[src/rtl/mips_pkg.sv]
// Shared MIPS pipeline definitions.
//   - Register-field slice positions inside the packed rs/rt/rd bundle.
//   - Default datapath width.
//   - MEM/WB control bundle type and its bubble value.
package mips_pkg;

  localparam int DATA_W = 32;

  localparam int RS_HI = 14;
  localparam int RS_LO = 10;
  localparam int RT_HI = 9;
  localparam int RT_LO = 5;
  localparam int RD_HI = 4;
  localparam int RD_LO = 0;

  // Control half of the MEM/WB register. md_zero forces the load-data
  // output to zero (bubble, reset, or misaligned access).
  typedef struct packed {
    logic [4:0] wreg;
    logic       regwrite;
    logic       memtoreg;
    logic       md_zero;
  } mem_wb_ctl_t;

  localparam mem_wb_ctl_t MEM_WB_BUBBLE = '{
    wreg:     5'd0,
    regwrite: 1'b0,
    memtoreg: 1'b0,
    md_zero:  1'b1
  };

endpackage

[src/rtl/data_mem.sv]
// Synchronous single-port word RAM, read-before-write.
//   clk   : rising-edge clock
//   en    : port enable; when low neither read register nor array changes
//   we    : write enable (qualified by en)
//   addr  : word index
//   wdata : write data
//   rdata : registered read data (old contents on a simultaneous write)
module data_mem #(
  parameter int DATA_W    = mips_pkg::DATA_W,
  parameter int MEM_DEPTH = 64,
  parameter int AW        = $clog2(MEM_DEPTH)
) (
  input  logic              clk,
  input  logic              en,
  input  logic              we,
  input  logic [AW-1:0]     addr,
  input  logic [DATA_W-1:0] wdata,
  output logic [DATA_W-1:0] rdata
);

  logic [DATA_W-1:0] mem_q [MEM_DEPTH];
  logic [DATA_W-1:0] rdata_q;
  logic [DATA_W-1:0] rdata_d;

  always_comb begin
    rdata_d = rdata_q;
    if (en) begin
      rdata_d = mem_q[addr];
    end
  end

  always_ff @(posedge clk) begin
    rdata_q <= rdata_d;
    if (en && we) begin
      mem_q[addr] <= wdata;
    end
  end

  assign rdata = rdata_q;

endmodule

[src/rtl/mem_wb_stage.sv]
// MEM stage plus MEM/WB pipeline register.
//   clk, reset (async, active-low)
//   stall_in / flush_in      : hazard-unit hold / bubble (flush wins)
//   ALU_Result_in            : byte address or ALU result
//   ReadData2_in             : store data
//   MemRead_in, MemWrite_in  : load / store
//   MemToReg_in, RegDest_in, RegWrite_in, rs_rt_rd_in : writeback control
//   WriteData_out, WriteReg_out, RegWrite_out : writeback bundle
//   ALU_Result_out, MemData_out               : forwarding / load data
//   addr_err_out             : sticky misaligned-access flag
module mem_wb_stage
  import mips_pkg::*;
#(
  parameter int DATA_W    = mips_pkg::DATA_W,
  parameter int MEM_DEPTH = 64,
  parameter int AW        = 6
) (
  input  logic              clk,
  input  logic              reset,
  input  logic              stall_in,
  input  logic              flush_in,
  input  logic [DATA_W-1:0] ALU_Result_in,
  input  logic [DATA_W-1:0] ReadData2_in,
  input  logic              MemRead_in,
  input  logic              MemWrite_in,
  input  logic              MemToReg_in,
  input  logic              RegDest_in,
  input  logic              RegWrite_in,
  input  logic [14:0]       rs_rt_rd_in,
  output logic [DATA_W-1:0] WriteData_out,
  output logic [4:0]        WriteReg_out,
  output logic              RegWrite_out,
  output logic [DATA_W-1:0] ALU_Result_out,
  output logic [DATA_W-1:0] MemData_out,
  output logic              addr_err_out
);

  logic [AW-1:0]     idx;
  logic              misaligned;
  logic [4:0]        sel_reg;
  logic              ram_we;
  logic [DATA_W-1:0] ram_rdata;
  logic              unused_rs;

  mem_wb_ctl_t       ctl_q, ctl_d;
  logic [DATA_W-1:0] alu_q, alu_d;
  logic              err_q, err_d;
  logic              rst_ok_q, rst_ok_d;

  assign idx        = ALU_Result_in[AW+1:2];
  assign misaligned = |ALU_Result_in[1:0];
  assign sel_reg    = RegDest_in ? rs_rt_rd_in[RD_HI:RD_LO]
                                 : rs_rt_rd_in[RT_HI:RT_LO];
  assign unused_rs  = ^rs_rt_rd_in[RS_HI:RS_LO];

  // rst_ok_q stays low through the first edge after reset release so a
  // store presented on that edge cannot reach the RAM.
  assign rst_ok_d = 1'b1;
  assign ram_we   = MemWrite_in & ~misaligned & ~stall_in & ~flush_in & rst_ok_q;

  // The RAM read register is the load-data half of MEM/WB; it holds on
  // stall via the port enable, and ctl_q.md_zero masks it to zero.
  data_mem #(
    .DATA_W    (DATA_W),
    .MEM_DEPTH (MEM_DEPTH),
    .AW        (AW)
  ) u_data_mem (
    .clk   (clk),
    .en    (~stall_in),
    .we    (ram_we),
    .addr  (idx),
    .wdata (ReadData2_in),
    .rdata (ram_rdata)
  );

  always_comb begin
    ctl_d = ctl_q;
    alu_d = alu_q;
    err_d = err_q;
    if (flush_in) begin
      ctl_d = MEM_WB_BUBBLE;
      alu_d = '0;
    end else if (!stall_in) begin
      ctl_d.wreg     = sel_reg;
      ctl_d.regwrite = RegWrite_in & (sel_reg != 5'd0) & ~(MemRead_in & misaligned);
      ctl_d.memtoreg = MemToReg_in;
      ctl_d.md_zero  = misaligned;
      alu_d          = ALU_Result_in;
      err_d          = err_q | ((MemRead_in | MemWrite_in) & misaligned);
    end
  end

  always_ff @(posedge clk or negedge reset) begin
    if (!reset) begin
      ctl_q    <= MEM_WB_BUBBLE;
      alu_q    <= '0;
      err_q    <= 1'b0;
      rst_ok_q <= 1'b0;
    end else begin
      ctl_q    <= ctl_d;
      alu_q    <= alu_d;
      err_q    <= err_d;
      rst_ok_q <= rst_ok_d;
    end
  end

  assign MemData_out    = ctl_q.md_zero ? '0 : ram_rdata;
  assign WriteData_out  = ctl_q.memtoreg ? MemData_out : alu_q;
  assign WriteReg_out   = ctl_q.wreg;
  assign RegWrite_out   = ctl_q.regwrite;
  assign ALU_Result_out = alu_q;
  assign addr_err_out   = err_q;

endmodule
[config.mk]
export PLATFORM = sky130hd
export DESIGN_NAME = mem_wb_stage
export DESIGN_NICKNAME = d
export VERILOG_FILES = /design/src/rtl/mips_pkg.sv /design/src/rtl/data_mem.sv /design/src/rtl/mem_wb_stage.sv
export SDC_FILE = /design/constraint.sdc
export NUM_CORES = 2
export LEC_CHECK = 0
export ABC_AREA = 1
export BUFFER_PORTS_ARGS = -buffer_cell sky130_fd_sc_hd__buf_4
export CAP_MARGIN = 15
export CORE_MARGIN = 8
export CORE_UTILIZATION = 29
export DETAILED_ROUTE_END_ITERATION = 8
export GPL_ROUTABILITY_DRIVEN = 0
export PLACE_DENSITY = 0.42
export SYNTH_ARGS = -nofsm -noshare
export SYNTH_HDL_FRONTEND = slang
export SYNTH_SLANG_ARGS = --single-unit
export TNS_END_PERCENT = 1
[constraint.sdc]
create_clock -name clk -period 6.8 [get_ports clk]
set_clock_uncertainty 0.05 [all_clocks]
set_input_delay 1.02 -clock clk [delete_from_list [all_inputs] [get_ports clk]]
set_output_delay 1.02 -clock clk [all_outputs]
set_load 0.01 [all_outputs]
==> impl_summary.txt <==
----------------------------------------------------
[Routing]
  Routed vias ... 59.1k
  1st-pass router iterations ... 8
  Detailed-route DRC error count ... 0
  Drt first-iter violations ... 4608
  Average routed wire per standard cell ... 21.5 um
  Drt total wl ... 285000 um
  Number of nets with antenna violations after routing ... 0
  DR vias/cell ... 4.47

[Setup path]
  Worst Path Class, Setup ... primary input to flip-flop
  Worst setup startpoint ... ALU_Result_in[3]
  Data arrival time of the worst path ... 4.32 ns
  R2r setup slk ... 3.08 ns
  Critical path, cell by cell ... buf_8, buf_4, nor2_2, nand3_1, nor2_4, buf_4
  Maximum single-stage delay on the critical path ... 1.09 ns
  R2R cell count ... 5
  Worst R2R End ... u_data_mem.mem_q[5][14]
  Cell at the slowest stage of the critical path ... sky130_fd_sc_hd__nor2_4
  CP Capture Type ... flip-flop
  Worst setup path endpoint ... u_data_mem.mem_q[5][14]
  Category of the worst setup path launch point ... primary input
  WP data required ... 7.27 ns
  Highest fanout seen on the critical path ... 48
  Startpoint of the worst register-to-register path ... rst_ok_q
  Most Frequent Cell on Critical Path ... sky130_fd_sc_hd__buf_4

[Clocking]
  Clk sinks ... 2122
  Clock root cell ... sky130_fd_sc_hd__clkbuf_16
  Maximum number of buffers from clock root to sink ... 4
  Clock tree from TritonCTS ... yes
  Post-CTS repair timing setup buffer count ... 0
  Post-cts sizing count ... 0
  Clock slew seen by the registers of the worst setup and hold paths ... 0.06 ns
  Clock latency of the later-clocked register in the worst-skew pair ... 0.87 ns
  Hold buffer count at CTS ... 0
  # H-tree levels ... 4
  TritonCTS Buffers ... 244

[Power]
  Worst vdd rail ir drop ... 0.000206 V
  Pleak ... 42.2 nW
  Power Dens Cells ... 276 nW/um2

[Timing]
  Hold_ws ... 0.100 ns
  RSZ-0062 raised after global routing ... no
  Final Max Tran Viols ... 0
  Slew Limit Headroom ... 0.207
  Post-route clock period utilization ... 0.566
  Highest achievable clock rate ... 260 MHz
  Final-report hold violation count ... 0
  Setup violations, final ... 0
  Summed negative setup slack over all endpoints ... 0 ns
  Minimum clock period ... 3.85 ns
  Transition time of the tightest slew-check pin ... 1.19 ns

[Synth]
  Most common flop cell mapped by yosys ... sky130_fd_sc_hd__edfxtp_1
  Proportion of synthesized chip area in sequential cells ... 0.708
  Synth top area share ... 0.696
  Top post-synthesis cells by count ... sky130_fd_sc_hd__nand2_1, sky130_fd_sc_hd__edfxtp_1, sky130_fd_sc_hd__buf_2
  FFs w/ async S/R, synth ... 0.0198
  Most frequent cell after synthesis ... sky130_fd_sc_hd__nand2_1
  Post-synth design cell area ... 89700 um2
  Cell count after synthesis ... 8768
  Total number of yosys warnings ... 0
  Cell types occupying the most area after synthesis ... sky130_fd_sc_hd__edfxtp_1, sky130_fd_sc_hd__nand2_1, sky130_fd_sc_hd__dfrtp_1, sky130_fd_sc_hd__buf_2, sky130_fd_sc_hd__buf_6
  Number of storage elements in the synthesis netlist ... 2122
  Count of different cell masters after synthesis ... 27
  Avg Cell Area, Syn ... 10.2 um2
  Top cell type by total area after synthesis ... sky130_fd_sc_hd__edfxtp_1
  Net Count, Synth ... 8856
  Number of enable-type register cells in the synthesized netlist ... 2080

[Global route]
  Wire length of the first global-routing pass ... 407000 um
  Number of global-route vias before repair ... 56.4k
  Largest net degree at the start of global routing ... 148
  Initial antenna violation count ... 16
  Global-route usage over all layers ... 0.168
  Grt ovf ... 0

[Final layout]
  Growth of design area from synthesis to finish ... 14.6%
  Nets ... 8990
  Share of final-layout standard cells stronger than drive strength 1 ... 0.0816
  Register Area ... 63500 um2
  Count of filler cells inserted in the layout ... 31.2k
  Area of the multi-input gates ... 23700 um2
  Final core area utilization ... 0.334

[Die]
  Core area ... 308000 um2
  Area enclosed by the die boundary ... 328000 um2
  Initial core utilization ... 0.291
  Die X ... 572 um
  Height of the die ... 572 um
  Site Rows ... 204
  I/O pin count ... 191

[Worst hold path]
  Class of the worst hold path ... primary input to async pin

[Placed design]
  Count of buffers from port buffering ... 185
  Total half-perimeter wirelength after legalization and detailed placement ... 152000 um

[Run]
  Number of max-cap violations ... 0

[Outcome]
  Result of the run ... finished, final reports clean

----------------------------------------------------
state kept, by name, indices dropped and copies added, names as in the netlist:
name and flops:
ALU_Result_out 32, RegWrite_out 1, WriteReg_out 5, addr_err_out 1, ctl_q 2, rst_ok_q 1
u_data_mem.mem_q 2048, u_data_mem.rdata 32
per-stage QoR:
step           instance area [um2]  total power (W)  instances  worst slack (ns)
2_1_floorplan                89700           0.0156       8768              3.01
3_3_place_gp                 95600           0.0164      12800              2.11
3_5_place_dp                 95600           0.0164      12800              2.08
4_1_cts                     103000           0.0288      13200              2.93
5_1_grt                     103000           0.0294      13200              2.83
6_report                    103000           0.0284      13200              2.95
report_power, final:
part           internal [W]  switching, W  leakage [nW]
combinational      0.000395       0.00129          19.3
clock               0.00703       0.00524          3.59
sequential           0.0144     0.0000269          19.3
total                0.0218       0.00656          42.2
cell usage in the layout (no fill, tap or decap), drive strengths merged:
master    Yosys  routed
nand2      5789    5789
nor3          9       9
o21bai        1       1
buf         334     333
bufinv        0      12
nor2        176     176
conb          1       1
o22ai         8       8
clkinvlp      0       2
inv         107     111
diode         0       6
dfstp         1       1
edfxtp     2080    2080
o211ai        5       5
clkinv        0     111
or2           7       7
clkbuf      111     307
o21ai        76      76
nand4         3       3
nand3        18      18
mux2i         1       1
dfrtp        41      41
per-layer routing:
metal	share of wire	global-route usage	up-vias
li1	-	-	28600
met1	0.46	0.233	28800
met2	0.46	0.277	1344
met3	0.055	0.0271	359
met4	0.024	0.0416	4
met5	0.00011	0	-
area by class of cell:
type / count / area share
Sequential cell: 2122 / 0.617
Multi-Input combinational cell: 6094 / 0.230
Clock buffer: 307 / 0.0621
Tap cell: 4120 / 0.0501
Timing Repair Buffer: 333 / 0.0272
Clock inverter: 129 / 0.00893
Inverter: 107 / 0.00420
Antenna cell: 6 / 0.000146
worst min path at each step:
stage	from	end	slack (ns)	depth (start not counted)
floorplan	WriteReg_out[0]	WriteReg_out[0]	0.46	2
global placement	addr_err_out	addr_err_out	0.42	1
detailed placement	addr_err_out	addr_err_out	0.43	1
CTS	reset	ALU_Result_out[16]	0.03	1
global route	reset	ALU_Result_out[16]	0.09	1
finish	reset	ALU_Result_out[16]	0.10	1
cells by family after synthesis:
| group | count (synthesis) | share of synthesized area |
|---|---|---|
| simple gates | 6002 | 0.253 |
| buf+inv | 552 | 0.0340 |
| mux | 1 | 0.000112 |
| flops | 2122 | 0.708 |
| other cells | 1 | 0.0000418 |
| compound gates | 90 | 0.00530 |
critical path, delay by kind of cell:
family / cells / cell delay (ns)
AND/OR/NAND/NOR: 3 / 2.33
buffers and inverters: 3 / 0.83
(Power assumes the default switching activity.)
